File: src/rtl/appliance_cmd_issuer.sv
// appliance_cmd_issuer
//   Initiator for the LD_Project appliance control bus. High-level write
//   commands arrive on a valid/ready port, queue in a small FIFO, and are
//   serialised onto the s0..s5/inp bus one at a time. Each command is held
//   for HOLD_CYCLES clocks and followed by one idle-pattern gap cycle. Washer
//   settings are kept in shadow registers so the parallel washer buses stay
//   stable between commands.
//
// Ports
//   clk, rst            clock (rising edge), synchronous active-high reset
//   req_valid/req_ready command handshake; push when both are high
//   req_dev             00 fridge, 01 AC, 10 washer, 11 illegal (dropped)
//   req_unit            unit select (0 = unit 1, 1 = unit 2)
//   req_field           fridge/AC: {s3,s4}; washer: wash/rinse/spin/cloth
//   req_sub             fridge: fridge/freezer; washer: start; AC: unused
//   req_value           5-bit value
//   s0..s5, inp         serial command bus (idle pattern s0=s1=1, rest 0)
//   wash/rinse/spin/cloth  washer shadow registers
//   busy                FSM active or FIFO holding commands
//   issued_count        completed commands, wraps
module appliance_cmd_issuer #(
  parameter int FIFO_DEPTH  = 4,
  parameter int HOLD_CYCLES = 1,
  parameter int CNT_W       = 8
) (
  input  logic             clk,
  input  logic             rst,
  input  logic             req_valid,
  output logic             req_ready,
  input  logic [1:0]       req_dev,
  input  logic             req_unit,
  input  logic [1:0]       req_field,
  input  logic             req_sub,
  input  logic [4:0]       req_value,
  output logic             s0,
  output logic             s1,
  output logic             s2,
  output logic             s3,
  output logic             s4,
  output logic             s5,
  output logic [4:0]       inp,
  output logic [4:0]       wash,
  output logic [4:0]       rinse,
  output logic [4:0]       spin,
  output logic [4:0]       cloth,
  output logic             busy,
  output logic [CNT_W-1:0] issued_count
);

  localparam int AW = (FIFO_DEPTH > 1) ? $clog2(FIFO_DEPTH) : 1;
  localparam int HW = $clog2(HOLD_CYCLES + 1);

  localparam logic [1:0] DEV_FRIDGE  = 2'b00;
  localparam logic [1:0] DEV_AC      = 2'b01;
  localparam logic [1:0] DEV_WASHER  = 2'b10;
  localparam logic [1:0] DEV_ILLEGAL = 2'b11;

  // Bus word layout: {s0, s1, s2, s3, s4, s5, inp[4:0]}
  localparam logic [10:0] IDLE_BUS = {2'b11, 4'b0000, 5'b00000};

  typedef struct packed {
    logic [1:0] dev;
    logic       unit;
    logic [1:0] field;
    logic       sub;
    logic [4:0] value;
  } cmd_t;

  typedef enum logic [1:0] {
    IDLE  = 2'd0,
    DRIVE = 2'd1,
    GAP   = 2'd2
  } state_t;

  // Translate a queued command into the bus word driven while it is held.
  // Washer writes only announce the device/unit on the bus; the value itself
  // lands in the shadow register.
  function automatic logic [10:0] bus_word(input cmd_t c);
    logic [10:0] w;
    w = IDLE_BUS;
    case (c.dev)
      DEV_FRIDGE: w = {c.dev, c.unit, c.field, c.sub, c.value};
      DEV_AC:     w = {c.dev, c.unit, c.field, 1'b0, c.value};
      DEV_WASHER: w = {c.dev, c.unit, c.sub, 1'b0, 1'b0, 5'd0};
      default:    w = IDLE_BUS;
    endcase
    return w;
  endfunction

  cmd_t           mem [FIFO_DEPTH];
  cmd_t           req_cmd;
  cmd_t           head_p0;
  logic [AW-1:0]  wr_ptr;
  logic [AW-1:0]  rd_ptr;
  logic [AW:0]    fill;
  logic [AW:0]    fill_nxt;
  logic           empty;
  logic           push_acc;
  logic           push_wr;
  logic           pop;

  state_t         state;
  logic [HW-1:0]  hold_cnt;
  logic [10:0]    bus_p1;

  assign req_cmd  = {req_dev, req_unit, req_field, req_sub, req_value};
  assign empty    = (fill == '0);
  assign push_acc = req_valid && req_ready;
  // Illegal commands complete the handshake but never occupy a slot.
  assign push_wr  = push_acc && (req_dev != DEV_ILLEGAL);
  assign pop      = ((state == IDLE) || (state == GAP)) && !empty;
  assign head_p0  = mem[rd_ptr];

  always_comb begin
    fill_nxt = fill;
    case ({push_wr, pop})
      2'b10:   fill_nxt = fill + (AW+1)'(1);
      2'b01:   fill_nxt = fill - (AW+1)'(1);
      default: fill_nxt = fill;
    endcase
  end

  // Command FIFO storage (data only, never reset)
  always_ff @(posedge clk) begin
    if (push_wr) begin
      mem[wr_ptr] <= req_cmd;
    end
  end

  // FIFO control; req_ready is the registered not-full flag, so a pop in the
  // same cycle cannot open a full FIFO to a push.
  always_ff @(posedge clk) begin
    if (rst) begin
      wr_ptr    <= '0;
      rd_ptr    <= '0;
      fill      <= '0;
      req_ready <= 1'b0;
    end else begin
      if (push_wr) begin
        wr_ptr <= wr_ptr + AW'(1);
      end
      if (pop) begin
        rd_ptr <= rd_ptr + AW'(1);
      end
      fill      <= fill_nxt;
      req_ready <= (fill_nxt != (AW+1)'(FIFO_DEPTH));
    end
  end

  // Stage p0 -> p1: FIFO head decoded into the registered bus and shadows
  always_ff @(posedge clk) begin
    if (rst) begin
      state        <= IDLE;
      hold_cnt     <= '0;
      bus_p1       <= IDLE_BUS;
      wash         <= 5'd0;
      rinse        <= 5'd0;
      spin         <= 5'd0;
      cloth        <= 5'd0;
      issued_count <= '0;
    end else begin
      case (state)
        IDLE, GAP: begin
          if (pop) begin
            bus_p1   <= bus_word(head_p0);
            hold_cnt <= HW'(HOLD_CYCLES - 1);
            state    <= DRIVE;
            // Shadows move only here, at the pop edge of a washer write.
            if ((head_p0.dev == DEV_WASHER) && !head_p0.sub) begin
              case (head_p0.field)
                2'b00:   wash  <= head_p0.value;
                2'b01:   rinse <= head_p0.value;
                2'b10:   spin  <= head_p0.value;
                default: cloth <= head_p0.value;
              endcase
            end
          end else begin
            bus_p1 <= IDLE_BUS;
            state  <= IDLE;
          end
        end
        DRIVE: begin
          if (hold_cnt == '0) begin
            issued_count <= issued_count + CNT_W'(1);
            bus_p1       <= IDLE_BUS;
            state        <= GAP;
          end else begin
            hold_cnt <= hold_cnt - HW'(1);
          end
        end
        default: begin
          bus_p1 <= IDLE_BUS;
          state  <= IDLE;
        end
      endcase
    end
  end

  assign {s0, s1, s2, s3, s4, s5, inp} = bus_p1;
  assign busy = (state != IDLE) || !empty;

endmodule

File: config.mk
export PLATFORM = sky130hd
export DESIGN_NAME = appliance_cmd_issuer
export DESIGN_NICKNAME = d
export VERILOG_FILES = /design/src/rtl/appliance_cmd_issuer.sv
export SDC_FILE = /design/constraint.sdc
export NUM_CORES = 1
export LEC_CHECK = 0
export ABC_AREA = 0
export BUFFER_PORTS_ARGS = -buffer_cell sky130_fd_sc_hd__buf_2
export CAP_MARGIN = 30
export CORE_UTILIZATION = 40
export CTS_BUF_LIST = sky130_fd_sc_hd__clkbuf_8
export DETAILED_ROUTE_END_ITERATION = 12
export GPL_ROUTABILITY_DRIVEN = 1
export PLACE_DENSITY = 0.69
export SLEW_MARGIN = 30
export SYNTH_ARGS = -nofsm -noshare
export SYNTH_HDL_FRONTEND = slang
export SYNTH_SLANG_ARGS = --single-unit
File: constraint.sdc
create_clock -name clk -period 3.15 [get_ports clk]
set_input_delay 0.4725 -clock clk [delete_from_list [all_inputs] [get_ports clk]]
set_output_delay 0.4725 -clock clk [all_outputs]
set_load 0.01 [all_outputs]
==> reports/results.ini <==
[sta]
slew_headroom=0.5133
setup_tns_ns=0
finalHoldViolCount=0
slew_violations=0
worst_slew_pin_slew_ns=0.7301
setup_ws_ns=0.8415
finalSetupViolCount=0
fin_crit_sh=0.7329
max_freq_mhz=433.2
period_minus_slack_ns=2.309
rsz0062_at_grt=false
skew_ns=0.008548

[routing]
drt_pass1_iterations=4
drt_wl_total_um=6141
drc=0
avgRoutedWirePerCell_um=14.42
detail-route-antenna-nets=0
num_vias=2029
drtIter0Drc=44
routed_via_density=4.763

[global_route]
grt_busiest_layer=met2
grt.overflow.total=0
grt.met1_usage=0.1743
gr-usage-met3=0.03381
antenna_found_initial=1
grt_max_degree=46
grt_usage=0.1350
grt_pass1_vias=1922
grt_pass1_wl_um=9880
grtUsageMet2=0.2093

[place]
place.gp.congestion=0.7607
place_area_um2=4026
dp_hpwl_um=4330
preCtsSetupSlack_ns=0.6261
io_buffer_count=54

[clocking]
cts_tree=yes
cts.repair.resized=0
clock_latency_ns=0.35
htree_levels=3
post-cts-setup-buffers=0
root_buffer=clkbuf_8
clkTransAtPathRegs_ns=0.09
cts.sinks=95
ctsHoldBuffers=0
clockBufferDepth=2
numCtsBuffers=9

[floorplanning]
die_x_um=97.49
core_area_um2=8763
initial_core_util=0.4162
rows=34
die_h_um=97.49
ios=55
die_area_um2=9504

[critical_path]
cp_top_family=adder cells
reg2regPathDepth=10
cp-start-kind=flip-flop
critPathKind=flip-flop to flip-flop
cp-end-kind=flip-flop
worst-path-buf-inv=2
critical_path_arrival_ns=2.52
crit_cells=10
path_cells=nor3_1 > buf_4 > nor2_1 > ha_1 > inv_1 > fa_1 > xor2_1 > nor2_1 > xor2_1 > a21oi_1
worstPathMaxFanout=6
crit_path_max_incr_delay_ns=0.41
slowest_stage=dfxtp_1
critical_path_required_ns=3.36

[yosys]
synth_nets=276
yosysTopAreaCellShare=0.3623
yosysWarnings=0
synth-simple-area-share=0.1376
synth_area_leaders=edfxtp_1, dfxtp_1, mux2i_1
synth_fa_ha_area_frac=0.02607
synthArstFlopShare=0
postSynthAreaPerCell_um2=14.30
synth_top_family_by_area=multiplexers
synthMuxAreaShare=0.1383
synth_area_um2=3647
synth-edff-count=44
synth_cells=255
synth_seq_cells=95
synth_xor_area_frac=0.03122
synth_cell_type_count=30
synth_compound_area_frac=0.004117
yosys.area.top_type=edfxtp_1
netlist_top_cells_count=dfxtp_1, edfxtp_1, nand2b_1
yosysSeqAreaShare=0.6422
ys.flop_type=dfxtp_1
post-synth-top-count-cell=dfxtp_1

[final_layout]
diodes=0
design_area_um2=4192
n_fill_cell=795
utilization=0.4783
drive_above_1_share=0.2673
syn_to_final_growth_pct=14.92
nNetsFinal=334

[outcome]
status=finished, final reports clean

[run]
cap_viol_max_count=0

[power_and_ir_drop]
p_leak_nw=1.723
power_density_nw_per_um2=695.1
max-vdd-ir-drop_v=0.0002361

[worst_hold_path]
hold_depth=1
hold_path_class=primary input to flip-flop

## cell families (layout without fill, tap and decap cells)
family                   after synthesis  in the layout
multiplexers                          35             35
adder cells (fa/ha/maj)                7              7
AO/OA/AOI/OAI                          3              3
buffers and inverters                 17             80
XOR/XNOR                              13             13
flip-flops                            95             95
AND/OR/NAND/NOR                       85             85
## through the flow
stage          std cells  total power, mW  hold WS (ns)
5_1_grt              426            3.082        0.3233
3_5_place_dp         410            2.269        0.4626
3_3_place_gp         410            2.246        0.4596
4_1_cts              426            2.955        0.3220
6_report             426            2.914        0.3414
2_1_floorplan        255            2.060        0.4902
## placed cells by master (no fill, tap or decap), types with 5 or more instances in the layout
| master | count |
|---|---|
| nand2_1 | 5 |
| edfxtp_1 | 44 |
| nor2b_1 | 7 |
| nand2b_1 | 26 |
| mux2i_1 | 23 |
| and2_1 | 11 |
| ha_1 | 6 |
| mux4_2 | 7 |
| dfxtp_1 | 51 |
| buf_2 | 54 |
| inv_1 | 8 |
| xor2_1 | 9 |
| clkbuf_8 | 9 |
| nor2_1 | 19 |
## flip-flops by register name, indices dropped and copies added (netlist names), named ones only
signal	flops
spin	5
state	2
rinse	5
req_ready	1
rd_ptr	2
cloth	5
bus_p1	11
mem	44
fill	3
issued_count	8
wr_ptr	2
wash	5
## report_power, final
group          total (mW)  leakage [nW]  switching (mW)  internal (mW)
clock network       0.687        0.0939           0.405          0.281
logic               0.722         0.816           0.381          0.340
registers            1.51         0.812          0.0903           1.41
## layer usage
| layer | wire length, µm | vias up |
|---|---|---|
| li1 | - | 1006 |
| met1 | 2894 | 970 |
| met2 | 2861 | 39 |
| met3 | 244 | 12 |
| met4 | 130 | 2 |
| met5 | 10 | - |
## path summary, 6_finish.rpt
| path | startpoint | to | slack [ns] |
|---|---|---|---|
| min | req_sub | mem[2][5] | 0.34 |
| max | fill[0] | req_ready | 0.84 |
| min reg2reg | spin[1] | spin[1] | 0.47 |
| max reg2reg | fill[0] | req_ready | 0.84 |
## final cells by class
class,instances,area [µm²],area share
repair buffers,57,292.8,0.06985
clock inverters,7,41.29,0.009851
inverters,7,26.28,0.006269
clock buffers,9,123.9,0.02955
flip-flops and latches,95,2342,0.5588
multi-input cells,143,1230,0.2934
well taps,108,135.1,0.03224
Power figures use the tool's default switching activity.
